<file path="src/rtl/axi_lite_pkg.sv">
// Shared types and constants for the AXI4-Lite command master.
package axi_lite_pkg;

    // Command-engine states; one transaction in flight at a time.
    typedef enum logic [2:0] {
        IDLE     = 3'd0,
        WR_REQ   = 3'd1,
        WR_RESP  = 3'd2,
        RD_REQ   = 3'd3,
        RD_RESP  = 3'd4,
        RSP_OUT  = 3'd5
    } state_t;

    // AXI response codes, passed through unmodified to the response stream.
    localparam logic [1:0] RESP_OKAY   = 2'b00;
    localparam logic [1:0] RESP_EXOKAY = 2'b01;
    localparam logic [1:0] RESP_SLVERR = 2'b10;
    localparam logic [1:0] RESP_DECERR = 2'b11;

endpackage

</file>
<file path="src/rtl/axi_lite_if.sv">
// AXI4-Lite bus bundle with master and slave views.
interface axi_lite_if #(
    parameter int unsigned ADDR_WIDTH = 32,
    parameter int unsigned DATA_WIDTH = 32
);
    logic [ADDR_WIDTH-1:0]   awaddr;
    logic                    awvalid;
    logic                    awready;
    logic [DATA_WIDTH-1:0]   wdata;
    logic [DATA_WIDTH/8-1:0] wstrb;
    logic                    wvalid;
    logic                    wready;
    logic [1:0]              bresp;
    logic                    bvalid;
    logic                    bready;
    logic [ADDR_WIDTH-1:0]   araddr;
    logic                    arvalid;
    logic                    arready;
    logic [DATA_WIDTH-1:0]   rdata;
    logic [1:0]              rresp;
    logic                    rvalid;
    logic                    rready;

    modport master (
        output awaddr, awvalid, input awready,
        output wdata, wstrb, wvalid, input wready,
        input bresp, bvalid, output bready,
        output araddr, arvalid, input arready,
        input rdata, rresp, rvalid, output rready
    );

    modport slave (
        input awaddr, awvalid, output awready,
        input wdata, wstrb, wvalid, output wready,
        output bresp, bvalid, input bready,
        input araddr, arvalid, output arready,
        output rdata, rresp, rvalid, input rready
    );
endinterface

</file>
<file path="src/rtl/axi_lite_resp_timer.sv">
// Saturating wait counter for the B/R response phase; flags expiry when the
// count reaches TIMEOUT_CYCLES. A zero TIMEOUT_CYCLES removes the counter.
module axi_lite_resp_timer #(
    parameter int unsigned TIMEOUT_CYCLES = 1024
) (
    input  logic clk,
    input  logic rst,
    input  logic clear,
    input  logic run,
    output logic expired
);

    generate
        if (TIMEOUT_CYCLES == 0) begin : g_disabled
            logic unused_inputs;
            assign unused_inputs = ^{clk, rst, clear, run};
            assign expired       = 1'b0;
        end else begin : g_enabled
            localparam int unsigned CW = ($clog2(TIMEOUT_CYCLES + 1) > 0) ?
                                         $clog2(TIMEOUT_CYCLES + 1) : 1;
            localparam logic [CW-1:0] LIMIT = CW'(TIMEOUT_CYCLES);

            logic [CW-1:0] count_q;
            logic [CW-1:0] count_d;

            // Next count: clear on phase entry, otherwise count up and stick at LIMIT.
            always_comb begin
                count_d = count_q;
                if (clear) begin
                    count_d = '0;
                end else if (run && (count_q != LIMIT)) begin
                    count_d = count_q + CW'(1);
                end else begin
                    count_d = count_q;
                end
            end

            // Counter register.
            always_ff @(posedge clk or posedge rst) begin
                if (rst) begin
                    count_q <= '0;
                end else begin
                    count_q <= count_d;
                end
            end

            assign expired = run && (count_q == LIMIT);
        end
    endgenerate

endmodule

</file>
<file path="src/rtl/axi_lite_cmd_master.sv">
// AXI4-Lite master engine: turns one valid/ready command into a single
// AXI4-Lite read or write and returns the outcome on a response stream.
module axi_lite_cmd_master
    import axi_lite_pkg::*;
#(
    parameter int unsigned DATA_WIDTH     = 32,
    parameter int unsigned ADDR_WIDTH     = 32,
    parameter int unsigned TIMEOUT_CYCLES = 1024
) (
    input  logic                    clk,
    input  logic                    rst,
    axi_lite_if.master              axi,
    input  logic                    cmd_valid,
    output logic                    cmd_ready,
    input  logic                    cmd_write,
    input  logic [ADDR_WIDTH-1:0]   cmd_addr,
    input  logic [DATA_WIDTH-1:0]   cmd_wdata,
    input  logic [DATA_WIDTH/8-1:0] cmd_wstrb,
    output logic                    rsp_valid,
    input  logic                    rsp_ready,
    output logic [DATA_WIDTH-1:0]   rsp_rdata,
    output logic [1:0]              rsp_resp,
    output logic                    rsp_timeout
);

    localparam int unsigned STRB_WIDTH = DATA_WIDTH / 8;

    state_t                  state_q,       state_d;
    logic [ADDR_WIDTH-1:0]   awaddr_q,      awaddr_d;
    logic                    awvalid_q,     awvalid_d;
    logic [DATA_WIDTH-1:0]   wdata_q,       wdata_d;
    logic [STRB_WIDTH-1:0]   wstrb_q,       wstrb_d;
    logic                    wvalid_q,      wvalid_d;
    logic                    bready_q,      bready_d;
    logic [ADDR_WIDTH-1:0]   araddr_q,      araddr_d;
    logic                    arvalid_q,     arvalid_d;
    logic                    rready_q,      rready_d;
    logic                    rsp_valid_q,   rsp_valid_d;
    logic [DATA_WIDTH-1:0]   rsp_rdata_q,   rsp_rdata_d;
    logic [1:0]              rsp_resp_q,    rsp_resp_d;
    logic                    rsp_timeout_q, rsp_timeout_d;

    logic timer_clear_s;
    logic timer_run_s;
    logic timer_expired_s;
    logic aw_done_s;
    logic w_done_s;

    assign cmd_ready   = (state_q == IDLE) && !rst;
    assign timer_run_s = (state_q == WR_RESP) || (state_q == RD_RESP);

    // An address/data phase is finished once its VALID has been accepted,
    // either in this cycle or in an earlier one (VALID already dropped).
    assign aw_done_s = !awvalid_q || axi.awready;
    assign w_done_s  = !wvalid_q  || axi.wready;

    axi_lite_resp_timer #(
        .TIMEOUT_CYCLES (TIMEOUT_CYCLES)
    ) u_resp_timer (
        .clk     (clk),
        .rst     (rst),
        .clear   (timer_clear_s),
        .run     (timer_run_s),
        .expired (timer_expired_s)
    );

    // Next-state and next-output decode for the command engine.
    always_comb begin
        state_d       = state_q;
        awaddr_d      = awaddr_q;
        awvalid_d     = awvalid_q;
        wdata_d       = wdata_q;
        wstrb_d       = wstrb_q;
        wvalid_d      = wvalid_q;
        bready_d      = bready_q;
        araddr_d      = araddr_q;
        arvalid_d     = arvalid_q;
        rready_d      = rready_q;
        rsp_valid_d   = rsp_valid_q;
        rsp_rdata_d   = rsp_rdata_q;
        rsp_resp_d    = rsp_resp_q;
        rsp_timeout_d = rsp_timeout_q;
        timer_clear_s = 1'b0;

        case (state_q)
            IDLE: begin
                if (cmd_valid && cmd_ready) begin
                    if (cmd_write) begin
                        awaddr_d  = cmd_addr;
                        wdata_d   = cmd_wdata;
                        wstrb_d   = cmd_wstrb;
                        awvalid_d = 1'b1;
                        wvalid_d  = 1'b1;
                        state_d   = WR_REQ;
                    end else begin
                        araddr_d  = cmd_addr;
                        arvalid_d = 1'b1;
                        state_d   = RD_REQ;
                    end
                end else begin
                    state_d = IDLE;
                end
            end

            WR_REQ: begin
                if (awvalid_q && axi.awready) begin
                    awvalid_d = 1'b0;
                end else begin
                    awvalid_d = awvalid_q;
                end
                if (wvalid_q && axi.wready) begin
                    wvalid_d = 1'b0;
                end else begin
                    wvalid_d = wvalid_q;
                end
                if (aw_done_s && w_done_s) begin
                    bready_d      = 1'b1;
                    timer_clear_s = 1'b1;
                    state_d       = WR_RESP;
                end else begin
                    state_d = WR_REQ;
                end
            end

            WR_RESP: begin
                if (axi.bvalid) begin
                    bready_d      = 1'b0;
                    rsp_valid_d   = 1'b1;
                    rsp_rdata_d   = '0;
                    rsp_resp_d    = axi.bresp;
                    rsp_timeout_d = 1'b0;
                    state_d       = RSP_OUT;
                end else if (timer_expired_s) begin
                    bready_d      = 1'b0;
                    rsp_valid_d   = 1'b1;
                    rsp_rdata_d   = '0;
                    rsp_resp_d    = RESP_SLVERR;
                    rsp_timeout_d = 1'b1;
                    state_d       = RSP_OUT;
                end else begin
                    state_d = WR_RESP;
                end
            end

            RD_REQ: begin
                if (axi.arready) begin
                    arvalid_d     = 1'b0;
                    rready_d      = 1'b1;
                    timer_clear_s = 1'b1;
                    state_d       = RD_RESP;
                end else begin
                    state_d = RD_REQ;
                end
            end

            RD_RESP: begin
                if (axi.rvalid) begin
                    rready_d      = 1'b0;
                    rsp_valid_d   = 1'b1;
                    rsp_rdata_d   = axi.rdata;
                    rsp_resp_d    = axi.rresp;
                    rsp_timeout_d = 1'b0;
                    state_d       = RSP_OUT;
                end else if (timer_expired_s) begin
                    rready_d      = 1'b0;
                    rsp_valid_d   = 1'b1;
                    rsp_rdata_d   = '0;
                    rsp_resp_d    = RESP_SLVERR;
                    rsp_timeout_d = 1'b1;
                    state_d       = RSP_OUT;
                end else begin
                    state_d = RD_RESP;
                end
            end

            RSP_OUT: begin
                if (rsp_ready) begin
                    rsp_valid_d = 1'b0;
                    state_d     = IDLE;
                end else begin
                    state_d = RSP_OUT;
                end
            end

            default: begin
                awvalid_d   = 1'b0;
                wvalid_d    = 1'b0;
                bready_d    = 1'b0;
                arvalid_d   = 1'b0;
                rready_d    = 1'b0;
                rsp_valid_d = 1'b0;
                state_d     = IDLE;
            end
        endcase
    end

    // State, request and response registers; reset abandons any transaction.
    always_ff @(posedge clk or posedge rst) begin
        if (rst) begin
            state_q       <= IDLE;
            awaddr_q      <= '0;
            awvalid_q     <= 1'b0;
            wdata_q       <= '0;
            wstrb_q       <= '0;
            wvalid_q      <= 1'b0;
            bready_q      <= 1'b0;
            araddr_q      <= '0;
            arvalid_q     <= 1'b0;
            rready_q      <= 1'b0;
            rsp_valid_q   <= 1'b0;
            rsp_rdata_q   <= '0;
            rsp_resp_q    <= 2'b00;
            rsp_timeout_q <= 1'b0;
        end else begin
            state_q       <= state_d;
            awaddr_q      <= awaddr_d;
            awvalid_q     <= awvalid_d;
            wdata_q       <= wdata_d;
            wstrb_q       <= wstrb_d;
            wvalid_q      <= wvalid_d;
            bready_q      <= bready_d;
            araddr_q      <= araddr_d;
            arvalid_q     <= arvalid_d;
            rready_q      <= rready_d;
            rsp_valid_q   <= rsp_valid_d;
            rsp_rdata_q   <= rsp_rdata_d;
            rsp_resp_q    <= rsp_resp_d;
            rsp_timeout_q <= rsp_timeout_d;
        end
    end

    assign axi.awaddr  = awaddr_q;
    assign axi.awvalid = awvalid_q;
    assign axi.wdata   = wdata_q;
    assign axi.wstrb   = wstrb_q;
    assign axi.wvalid  = wvalid_q;
    assign axi.bready  = bready_q;
    assign axi.araddr  = araddr_q;
    assign axi.arvalid = arvalid_q;
    assign axi.rready  = rready_q;

    assign rsp_valid   = rsp_valid_q;
    assign rsp_rdata   = rsp_rdata_q;
    assign rsp_resp    = rsp_resp_q;
    assign rsp_timeout = rsp_timeout_q;

endmodule

</file>
<file path="src/flat_wrapper.sv">
// flat-port wrapper written by rule: the top's interface ports become plain ports
module axi_lite_cmd_master_flat import axi_lite_pkg::*;
#(
    parameter int unsigned DATA_WIDTH     = 32,
    parameter int unsigned ADDR_WIDTH     = 32,
    parameter int unsigned TIMEOUT_CYCLES = 1024
)
  (clk, rst, cmd_valid, cmd_ready, cmd_write, cmd_addr, cmd_wdata, cmd_wstrb, rsp_valid, rsp_ready, rsp_rdata, rsp_resp, rsp_timeout, axi_awaddr, axi_awvalid, axi_awready, axi_wdata, axi_wstrb, axi_wvalid, axi_wready, axi_bresp, axi_bvalid, axi_bready, axi_araddr, axi_arvalid, axi_arready, axi_rdata, axi_rresp, axi_rvalid, axi_rready);
  axi_lite_if #(.ADDR_WIDTH(ADDR_WIDTH), .DATA_WIDTH(DATA_WIDTH)) axi_i ();
  input  logic clk;
  input  logic rst;
  input  logic cmd_valid;
  output logic cmd_ready;
  input  logic cmd_write;
  input  logic [ADDR_WIDTH-1:0] cmd_addr;
  input  logic [DATA_WIDTH-1:0] cmd_wdata;
  input  logic [DATA_WIDTH/8-1:0] cmd_wstrb;
  output logic rsp_valid;
  input  logic rsp_ready;
  output logic [DATA_WIDTH-1:0] rsp_rdata;
  output logic [1:0] rsp_resp;
  output logic rsp_timeout;
  output wire logic [$bits(axi_i.awaddr)-1:0] axi_awaddr;
  output wire logic [$bits(axi_i.awvalid)-1:0] axi_awvalid;
  input wire logic [$bits(axi_i.awready)-1:0] axi_awready;
  output wire logic [$bits(axi_i.wdata)-1:0] axi_wdata;
  output wire logic [$bits(axi_i.wstrb)-1:0] axi_wstrb;
  output wire logic [$bits(axi_i.wvalid)-1:0] axi_wvalid;
  input wire logic [$bits(axi_i.wready)-1:0] axi_wready;
  input wire logic [$bits(axi_i.bresp)-1:0] axi_bresp;
  input wire logic [$bits(axi_i.bvalid)-1:0] axi_bvalid;
  output wire logic [$bits(axi_i.bready)-1:0] axi_bready;
  output wire logic [$bits(axi_i.araddr)-1:0] axi_araddr;
  output wire logic [$bits(axi_i.arvalid)-1:0] axi_arvalid;
  input wire logic [$bits(axi_i.arready)-1:0] axi_arready;
  input wire logic [$bits(axi_i.rdata)-1:0] axi_rdata;
  input wire logic [$bits(axi_i.rresp)-1:0] axi_rresp;
  input wire logic [$bits(axi_i.rvalid)-1:0] axi_rvalid;
  output wire logic [$bits(axi_i.rready)-1:0] axi_rready;
  assign axi_awaddr = axi_i.awaddr;
  assign axi_awvalid = axi_i.awvalid;
  assign axi_i.awready = axi_awready;
  assign axi_wdata = axi_i.wdata;
  assign axi_wstrb = axi_i.wstrb;
  assign axi_wvalid = axi_i.wvalid;
  assign axi_i.wready = axi_wready;
  assign axi_i.bresp = axi_bresp;
  assign axi_i.bvalid = axi_bvalid;
  assign axi_bready = axi_i.bready;
  assign axi_araddr = axi_i.araddr;
  assign axi_arvalid = axi_i.arvalid;
  assign axi_i.arready = axi_arready;
  assign axi_i.rdata = axi_rdata;
  assign axi_i.rresp = axi_rresp;
  assign axi_i.rvalid = axi_rvalid;
  assign axi_rready = axi_i.rready;
  axi_lite_cmd_master #(.DATA_WIDTH(DATA_WIDTH), .ADDR_WIDTH(ADDR_WIDTH), .TIMEOUT_CYCLES(TIMEOUT_CYCLES)) u_core (.clk(clk), .rst(rst), .axi(axi_i), .cmd_valid(cmd_valid), .cmd_ready(cmd_ready), .cmd_write(cmd_write), .cmd_addr(cmd_addr), .cmd_wdata(cmd_wdata), .cmd_wstrb(cmd_wstrb), .rsp_valid(rsp_valid), .rsp_ready(rsp_ready), .rsp_rdata(rsp_rdata), .rsp_resp(rsp_resp), .rsp_timeout(rsp_timeout));
endmodule
</file>
<file path="config.mk">
export PLATFORM = sky130hd
export DESIGN_NAME = axi_lite_cmd_master_flat
export DESIGN_NICKNAME = d
export VERILOG_FILES = /design/src/rtl/axi_lite_pkg.sv /design/src/rtl/axi_lite_if.sv /design/src/rtl/axi_lite_resp_timer.sv /design/src/rtl/axi_lite_cmd_master.sv /design/src/flat_wrapper.sv
export SDC_FILE = /design/constraint.sdc
export NUM_CORES = 1
export LEC_CHECK = 0
export ABC_AREA = 1
export CORE_ASPECT_RATIO = 1.4
export CORE_MARGIN = 2
export CORE_UTILIZATION = 40
export CTS_CLUSTER_DIAMETER = 100
export CTS_CLUSTER_SIZE = 8
export DETAILED_ROUTE_END_ITERATION = 7
export MAX_ROUTING_LAYER = met4
export PLACE_DENSITY = 0.86
export SYNTH_ARGS = -nofsm -noshare
export SYNTH_HDL_FRONTEND = slang
export SYNTH_HIERARCHICAL = 1
export SYNTH_SLANG_ARGS = --single-unit
export TNS_END_PERCENT = 20
</file>
<file path="constraint.sdc">
create_clock -name clk -period 4.24 [get_ports clk]
set_input_delay 0.424 -clock clk [delete_from_list [all_inputs] [get_ports clk]]
set_output_delay 0.424 -clock clk [all_outputs]
set_load 0.01 [all_outputs]
</file>
# --- Yosys cells after proc, flatten, opt, wreduce, memory -nomap -nowiden ---
# Cells that the tools add are included.
totals:
  out_inout_bits: 142
  wordCells: 117
  register_bits: 155
  in_bits: 114
classes:
  mux: 49
  eq_ne: 17
  reduce_logical: 29
  n_addsub: 1
  bitwise_logic: 6
ops:
  columns: ["operator", "n"]
  rows:
  - ["$mux W32", 3]
  - ["$pmux W32 S2", 1]
  - ["$mux W1", 22]
  - ["$mux W11", 2]
  - ["$pmux W3 S6", 1]
  - ["$reduce_or A4 Y1", 4]
  - ["$mux W3", 5]
  - ["$pmux W1 S3", 5]
  - ["$mux W2", 6]
  - ["$reduce_and A3 Y1", 4]
  - ["$reduce_and A4 Y1", 3]
  - ["$add A11 B1 Y11 const B", 1]
  - ["$eq A11 B11 Y1 const B", 1]
  - ["$ne A11 B11 Y1 const B", 1]
  - ["$ne A2 B2 Y1 const B", 5]
  - ["$logic_and A1 B1 Y1", 7]
  - ["$eq A3 B2 Y1 const B", 2]
  - ["$eq A3 B3 Y1 const B", 2]
  - ["$ne A2 B1 Y1 const B", 3]
  - ["$ne A3 B2 Y1 const B", 2]
  - ["$not A1 Y1", 6]
  - ["$pmux W1 S2", 2]
  - ["$pmux W1 S4", 1]
  - ["$pmux W2 S2", 1]
  - ["other kinds (7)", 12]

# --- Longest topological paths before layout ---
# Gate-level depths: netlist (run 1).
logic_depth:
  ltp_word: 6
  depth_mapped: 12
  mapped_depth_nobuf: 11

# --- Modules after synthesis ---
# The synthesis (run 1) kept the hierarchy.
by_module_without_submodules:
  columns: ["module", "instances", "cells_each", "area_each_um2"]
  rows:
  - ["axi_lite_cmd_master", 1, 646, 5824.3]
  - ["axi_lite_resp_timer", 1, 109, 753.2]

# --- Worst setup path before layout (run 1) ---
# No wires, ideal clock.
synth_timing:
  path_kind: "input -> register"
  start: "in rst"
  end: "reg u_core.wvalid_q, in the netlist u_core/axi.wvalid"
  stages: 6
  arrival_time_ns: 4.004
  setup_time_ns: 0.120
  n_path_buf: 0
  path_slack_ns: 0.116
  cell_sequence: "inv_1 a21oi_1 nor2_1 nand2_1 nand2_1 nand2_1"
synth_via:
  elab_chain_len: 5
synth_lines:
  columns: ["element", "line_no", "text"]
  rows:
  - ["start: declaration", "flat_wrapper.sv:11", "input logic rst;"]
  - ["$logic_not A1 Y1", "axi_lite_cmd_master.sv:49", "assign cmd_ready = (state_q == IDLE) && !rst;"]
  - ["$logic_and A1 B1 Y1", "axi_lite_cmd_master.sv:49", null]
  - ["$logic_and A1 B1 Y1", "axi_lite_cmd_master.sv:87", "if (cmd_valid && cmd_ready) begin"]
  - ["$ne A2 B2 Y1 (no source line)", null, null]
  - ["$reduce_and A4 Y1 (no source line)", null, null]
  - ["end signal: assignment", "axi_lite_cmd_master.sv:220", "wvalid_q <= wvalid_d;"]
  - ["end: declaration", "axi_lite_cmd_master.sv:33", "logic wvalid_q, wvalid_d;"]
# No other way between the ends.
# A chain may end at the register's enable or synchronous reset.

# --- Final worst setup path (run 1) ---
layout_timing:
  start: "reg u_core.state_q[0]"
  end: "reg u_core.rsp_rdata_q[26], in the netlist u_core/rsp_rdata[26]"
layout_via:
  elab_chain_len: 6
layout_lines:
  columns: ["element", "line_no", "text"]
  rows:
  - ["start: declaration", "axi_lite_cmd_master.sv:28", "state_t state_q, state_d;"]
  - ["start signal: assignment", "axi_lite_cmd_master.sv:215", "state_q <= state_d;"]
  - ["$eq A3 B2 Y1 / $eq A3 B3 Y1 (equally long branches)", "axi_lite_cmd_master.sv:50", "assign timer_run_s = (state_q == WR_RESP) || (state_q == RD_RESP);"]
  - ["$logic_or A1 B1 Y1 *", "axi_lite_cmd_master.sv:50", null]
  - ["named net u_core.timer_run_s", "axi_lite_cmd_master.sv:44", "logic timer_run_s;"]
  - ["$logic_and A1 B1 Y1 *", "axi_lite_resp_timer.sv:47", "assign expired = run && (count_q == LIMIT);"]
  - ["named net u_core.timer_expired_s", "axi_lite_cmd_master.sv:45", "logic timer_expired_s;"]
  - ["$mux W32 *", null, null]
  - ["$mux W32, on equally long branches", null, null]
  - ["$pmux W32 S2 *", "axi_lite_cmd_master.sv:85", "case (state_q)"]
  - ["end signal: assignment", "axi_lite_cmd_master.sv:226", "rsp_rdata_q <= rsp_rdata_d;"]
  - ["end: declaration", "axi_lite_cmd_master.sv:39", "logic [DATA_WIDTH-1:0] rsp_rdata_q, rsp_rdata_d;"]
# Mark *: on every way through the listed nets, which the timed path passes. The rest lies on a longest branch.

==> impl_metrics.tcl, run 1 <==
set metrics [dict create \
    status "completed" \
    vias_in_the_first_global_route 5909 \
    globalplace.congestion 0.883 \
    timing.setup.critical_path_class "flop to flop" \
    total_vias_in_the_final_route 5810 \
    finalHoldWorstSlack_ns 0.469 \
    timing.critical_path.buf_inv 2 \
    detailedRoute.firstIterationViolations 440 \
    worst_slew_slack_as_a_fraction_of_its_limit_pct 25.1 \
    clock-skew-final_ns 0.00701 \
    library_cells_used_by_synthesis 29 \
    final.fill_count 1366 \
    cts.hold.buffers_added 0 \
    worst-slew-pin-transition_ns 1.12 \
    cp_top_family "simple AND/OR/NAND/NOR gates" \
    syn-instance-count 755 \
    grt_start_max_net_pins 145 \
    post_route_setup_tns_ns 0 \
    global_route.usage.total_pct 21.4 \
    setup.worst_path.start_class "flop" \
    slowest_delay_ns 0.64 \
    route.antenna.remaining_nets 0 \
    maxClockFrequency_mhz 344 \
    dr.pass1.iters 5 \
    routed_wire_length_per_instance_um 14.8 \
    path_max_fanout 33 \
    synthesis.area_per_instance_um2 8.71 \
    pre_cts_ws_ns 1.36 \
    ctsLongestPathBuffers 2 \
    boundaryPins 256 \
    post-route-worst-setup-slack_ns 1.33 \
    cts.sink_count 155 \
    area_growth_syn_to_layout_pct 48.4 \
    cts-resized-gates 0 \
    cp_data_required_time_ns 4.54 \
    final_min_period_over_clock_period_pct 68.6 \
    powerDensity_nw_per_um2 704 \
    crit_top_cell "sky130_fd_sc_hd__nand2_1" \
    critPathCaptureType "flop" \
    dpl.hpwl_mm 12.6 \
    grt_overflow_total 0 \
    first_pass_grt_wire_length_mm 28.8 \
    fin_util_pct 60.6 \
    number_of_setup_buffers_added_after_cts 0 \
    layout_commonest_cell "sky130_fd_sc_hd__nand2_1" \
    min-delay-path-class "flop to flop" \
    placeableCoreArea_um2 16100 \
    setup-violations-final 0 \
    numCtsBuffers 17 \
    worstPathArrival_ns 3.21 \
    timing_max_transition_violations_final 0 \
    io_buffers 255 \
    num_rows 55 \
    yosys_warnings 6 \
    net_count_of_the_mapped_netlist 871 \
    layout_min_cycle_time_ns 2.91 \
    antenna_found_initial 0 \
    cpMaxStageDelayCell "sky130_fd_sc_hd__nand2_1" \
    synth.cell_area_um2 6580 \
    ys_seq_elements 155 \
    die_area_um2 17500 \
    drive_gt1_share_pct 5.74 \
    max-cap-violations 0 \
    initial_core_util_pct 40.8 \
    h-tree-depth 4 \
    drt-total-wl_mm 17.9 \
    clock_tree_from_tritoncts "built" \
    synth_seq_area_share_pct 59.0 \
    count_of_final_hold_check_violations 0 \
    clock_tree.root_cell "sky130_fd_sc_hd__clkbuf_16" \
    power_leakage_uw 0.00479 \
    avgViaCountPerCell 4.80 \
    cells_along_the_critical_path "nor2_4 -> nand2_2 -> nand2_1 -> inv_1 -> nor3_1 -> inv_1 -> nand3_1 -> nand2_1 -> nand2_1 -> nand2_1" \
    mostFrequentLayoutCells "303 x sky130_fd_sc_hd__nand2_1, 255 x sky130_fd_sc_hd__clkdlybuf4s50_1, 155 x sky130_fd_sc_hd__dfrtp_1, 65 x sky130_fd_sc_hd__inv_1, 53 x sky130_fd_sc_hd__nand3_1" \
    peakVddDrop_uv 419 \
    clk_latency_ns 0.41 \
    drc 0 \
    rsz0062_at_grt "no" \
    design.final.nets 1114 \
    die_h_um 156 \
    path_clk_slew_ns 0.06 \
    chipWidth_um 112 \
]
-- power breakdown --
part / internal [uW] / switching [uW] / total, uW / leakage, uW
clock network: 801 / 600 / 1400 / 0.000270
logic: 1550 / 1390 / 2940 / 0.00254
registers: 2140 / 389 / 2530 / 0.00198
-- cells by family after synthesis --
kind of cell | synth area share, %
flops | 59.0
simple gates | 25.9
buf+inv | 7.36
compound gates | 7.34
fa+ha+maj | 0.380
-- worst paths after layout --
check                           depth (start not counted)                        startpoint  slack [ns]                                                   end
min in group asynchronous                               2                               rst        0.53  u_core/u_resp_timer/g_enabled.count_q[0]$_DFFE_PP0P_
worst min register to register                          2  u_core/axi.wdata[15]$_DFFE_PP0P_        0.47                      u_core/axi.wdata[15]$_DFFE_PP0P_
worst min-delay path                                    2  u_core/axi.wdata[15]$_DFFE_PP0P_        0.47                      u_core/axi.wdata[15]$_DFFE_PP0P_
worst max-delay path                                   10       u_core/state_q[0]$_DFF_PP0_        1.33                      u_core/rsp_rdata[26]$_DFFE_PP0P_
max in group asynchronous                               3                               rst        2.85                          u_core/rsp_valid$_DFFE_PP0P_
worst max register to register                         10       u_core/state_q[0]$_DFF_PP0_        1.33                      u_core/rsp_rdata[26]$_DFFE_PP0P_
-- per-layer routing --
layer,GRT usage [%],routed length [um]
met3,5.09,993
met1,24.4,7100
met5,-,0
met4,9.93,442
met2,35.7,9330
-- through the flow --
step / power, uW / area [um2] / instances
detailed placement: 5510 / 9200 / 1178
CTS: 6960 / 9760 / 1209
floorplan: 3810 / 6580 / 755
finish: 6870 / 9760 / 1210
global placement: 5410 / 9200 / 1178
global route: 7330 / 9760 / 1209
-- cells in the mapped netlist (all sizes together) --
master,instances,area share [%]
clkbuf,7,0.40
nand2,307,18
o22ai,1,0.095
nor3,2,0.32
o211ai,4,0.46
inv,67,3.8
nand4,15,1.4
nand3b,1,0.11
ha,2,0.38
o21ai,73,6.1
buf,28,3.1
nor2,30,2.2
a21o,1,0.11
dfrtp,155,59
or2,1,0.095
a21oi,6,0.46
nand3,54,4.2
a31oi,1,0.095
-- state kept, by name, indices dropped and copies added, names as in the netlist, 2 cells and up --
| signal | count |
|---|---|
| u_core/state_q | 3 |
| u_core/rsp_resp | 2 |
| u_core/axi.wstrb | 4 |
| u_core/axi.araddr | 32 |
| u_core/u_resp_timer/g_enabled.count_q | 11 |
| u_core/axi.wdata | 32 |
| u_core/rsp_rdata | 32 |
| u_core/axi.awaddr | 32 |
-- worst reg2reg max path: cells and delay by family, from the launching register on --
kind                   cells  cell delay (ns)
buffers and inverters      2             0.28
AND/OR/NAND/NOR            8             2.02
flip-flops                 1             0.48
-- final cells by class --
class | instances | area (um2) | area share, %
Clock buffer | 21 | 470 | 4.82
Sequential cell | 155 | 3880 | 39.7
Antenna cell | 1 | 2.50 | 0.0256
Timing Repair Buffer | 259 | 2590 | 26.6
Multi-Input combinational cell | 498 | 2220 | 22.8
Inverter | 67 | 255 | 2.62
Tap cell | 199 | 249 | 2.55
Clock inverter | 10 | 82.6 | 0.846
(Power assumes the default switching activity.)
==> inputs of run 2 (changes only) <==
--- a/config.mk
+++ b/config.mk
@@ -8,12 +8,12 @@
 export ABC_AREA = 1
 export CORE_ASPECT_RATIO = 1.4
 export CORE_MARGIN = 2
-export CORE_UTILIZATION = 40
+export CORE_UTILIZATION = 44
 export CTS_CLUSTER_DIAMETER = 100
 export CTS_CLUSTER_SIZE = 8
 export DETAILED_ROUTE_END_ITERATION = 7
 export MAX_ROUTING_LAYER = met4
-export PLACE_DENSITY = 0.86
+export PLACE_DENSITY = 0.9
 export SYNTH_ARGS = -nofsm -noshare
 export SYNTH_HDL_FRONTEND = slang
 export SYNTH_HIERARCHICAL = 1
==> constraint.sdc (replaced) <==
create_clock -name clk -period 2.85 [get_ports clk]
set_input_delay 0.285 -clock clk [delete_from_list [all_inputs] [get_ports clk]]
set_output_delay 0.285 -clock clk [all_outputs]
set_load 0.01 [all_outputs]
==> run 2 against run 1 <==
  * Sequential power is 49% higher
  * Register-to-register slack worse by 0.92 ns
  * Final area grew 0.88%
  * Largest cell class unchanged
  * Critical path type unchanged
  * Non-clock buffer count is 4 higher
  * Largest power group unchanged
  * Die area shrank 8.8%
  * Clock-buffer cell count is 3 lower
  * Clock power up 64%
==> impl_metrics.tcl, run 2 (synthesis gave the netlist of run 1 again) <==
set metrics [dict create \
    status "completed" \
    clock_tree.root_cell "sky130_fd_sc_hd__clkbuf_16" \
    sequential_cell_area_um2 3880 \
    vias_in_the_first_global_route 5762 \
    final.fill_count 1116 \
    clock_tree_from_tritoncts "built" \
    area_growth_syn_to_layout_pct 49.7 \
    num_rows 52 \
    drc 0 \
    timing.setup.critical_path_class "flop to flop" \
    powerDensity_nw_per_um2 1060 \
    p_comb_share_pct 42.0 \
    avgViaCountPerCell 4.95 \
    count_of_final_hold_check_violations 0 \
    min-delay-path-class "input pin to asynchronous set/reset pin" \
    antenna_found_initial 0 \
    clk_latency_ns 0.42 \
    share_seq_of_total_power_pct 36.1 \
    netSwitchingFraction_pct 35.2 \
    io_buffers 255 \
    worst-slew-pin-transition_ns 0.907 \
    setup.worst_path.start_class "flop" \
    rsz0062_at_grt "no" \
    number_of_setup_buffers_added_after_cts 0 \
    dr.pass1.iters 6 \
    path_clk_slew_ns 0.06 \
    power_leakage_uw 0.00484 \
    die_area_um2 16000 \
    drt-total-wl_mm 18.1 \
    layout_min_cycle_time_ns 2.44 \
    rrSetupSlack_ns 0.41 \
    design.final.nets 1118 \
    mostFrequentLayoutCells "303 x sky130_fd_sc_hd__nand2_1, 255 x sky130_fd_sc_hd__clkdlybuf4s50_1, 155 x sky130_fd_sc_hd__dfrtp_1, 65 x sky130_fd_sc_hd__inv_1, 53 x sky130_fd_sc_hd__nand3_1" \
    routed_wire_length_per_instance_um 15.0 \
    globalplace.congestion 0.918 \
    timing_max_transition_violations_final 0 \
    clkPwrFrac_pct 21.9 \
    pre_cts_ws_ns 0.489 \
    cts.sink_count 155 \
    p_total_uw 10500 \
    h-tree-depth 4 \
    worstPathArrival_ns 2.73 \
    placeableCoreArea_um2 14500 \
    path_max_fanout 33 \
    dpl.hpwl_mm 12.8 \
    first_pass_grt_wire_length_mm 28.6 \
    numCtsBuffers 17 \
    initial_core_util_pct 45.3 \
    rr_endpoint "u_core/rsp_rdata[7]$_DFFE_PP0P_" \
    n_antenna_cell 0 \
    cell_internal_pwr_uw 6780 \
    worstReg2RegStart "u_core/state_q[0]$_DFF_PP0_" \
    grt_overflow_total 0 \
    boundaryPins 256 \
    rr_worst_depth 11 \
    power_switching_uw 3680 \
    maxClockFrequency_mhz 411 \
    cp_data_required_time_ns 3.14 \
    layout_commonest_cell "sky130_fd_sc_hd__nand2_1" \
    drive_gt1_share_pct 6.31 \
    critPathCaptureType "flop" \
    multi_input_comb_area_um2 2220 \
    chipWidth_um 107 \
    detailedRoute.firstIterationViolations 372 \
    grt_start_max_net_pins 145 \
    die_h_um 149 \
    cts.hold.buffers_added 0 \
    post-route-worst-setup-slack_ns 0.415 \
    max-cap-violations 0 \
    global_route.usage.total_pct 23.6 \
    clock-skew-final_ns 0.0134 \
    total_vias_in_the_final_route 5965 \
    peakVddDrop_uv 484 \
    ctsLongestPathBuffers 2 \
    cts-resized-gates 0 \
    route.antenna.remaining_nets 0 \
    final_min_period_over_clock_period_pct 85.4 \
    worst_slew_slack_as_a_fraction_of_its_limit_pct 39.5 \
    setup-violations-final 0 \
]
==> run 2: cell types whose count changed in the layout (fill, tap and decap cells not counted), sizes merged <==
cell,delta
diode,-1
inv,+5
buf,+4
clkbuf,-3
bufinv,+1
clkinv,-2
==> run 2: worst max-delay path by stage <==
| stage | start | endpoint | slack [ns] |
|---|---|---|---|
| detailed placement | u_core/state_q[0]$_DFF_PP0_ | u_core/rsp_rdata[17]$_DFFE_PP0P_ | 0.49 |
| finish | u_core/state_q[0]$_DFF_PP0_ | u_core/rsp_rdata[7]$_DFFE_PP0P_ | 0.41 |
| global route | u_core/state_q[0]$_DFF_PP0_ | u_core/rsp_rdata[31]$_DFFE_PP0P_ | 0.19 |
| CTS | u_core/state_q[0]$_DFF_PP0_ | u_core/rsp_rdata[7]$_DFFE_PP0P_ | 0.47 |
| global placement | u_core/state_q[0]$_DFF_PP0_ | u_core/rsp_rdata[8]$_DFFE_PP0P_ | 0.62 |
| floorplan | rst | u_core/axi.awvalid$_DFFE_PP0P_ | -0.20 |
==> run 2: per-stage QoR <==
step / instance area, um2 / utilization (%) / hold slack (ns) / TNS (ns) / cells
2_1_floorplan: 6580 / - / 0.137 / -0.404 / 755
3_3_place_gp: 9230 / 63.6 / 0.453 / 0 / 1172
3_5_place_dp: 9230 / 63.6 / 0.457 / 0 / 1172
4_1_cts: 9840 / 67.9 / 0.375 / 0 / 1204
5_1_grt: 9840 / 67.9 / 0.392 / 0 / 1204
6_report: 9840 / 67.9 / 0.366 / 0 / 1204
==> run 2: layout make-up <==
| cell class | instances | area share [%] |
|---|---|---|
| clock buffer | 18 | 4.46 |
| clock inverter | 14 | 1.75 |
| inverter | 67 | 2.59 |
| multi-input combinational | 498 | 22.6 |
| sequential | 155 | 39.4 |
| tap | 189 | 2.40 |
| timing repair buffer | 263 | 26.8 |
==> run 2: power groups by stage <==
stage                     Clock (uW)  Combinational (uW)  Sequential (uW)
after detailed placement           0                4420             3800
after CTS                       2340                4430             3790
after global placement             0                4310             3760
after global routing            2450                4790             3900
final                           2290                4400             3780
after floorplan                    0                1470             4190
==> run 2: layer usage <==
metal,vias up,part of all wire [%],track usage [%],routed length (um)
met2,245,52,39.7,9340
met3,31,6.6,5.57,1200
met4,0,2.4,8.27,439
met5,-,0,-,0
met1,2807,39,27.7,7090
li1,2882,-,-,-
==> run 2: critical path: stages (launching register included) <==
cell and delay, ns:
sky130_fd_sc_hd__dfrtp_1 0.49, sky130_fd_sc_hd__nor2_4 0.17, sky130_fd_sc_hd__nand2_2 0.11, sky130_fd_sc_hd__nand2_1 0.20, sky130_fd_sc_hd__inv_1 0.12, sky130_fd_sc_hd__nor3_1 0.45, sky130_fd_sc_hd__inv_1 0.17, sky130_fd_sc_hd__nand3_1 0.11
sky130_fd_sc_hd__nand2_1 0.05, sky130_fd_sc_hd__buf_4 0.24, sky130_fd_sc_hd__nand2_1 0.11, sky130_fd_sc_hd__nand2_1 0.07
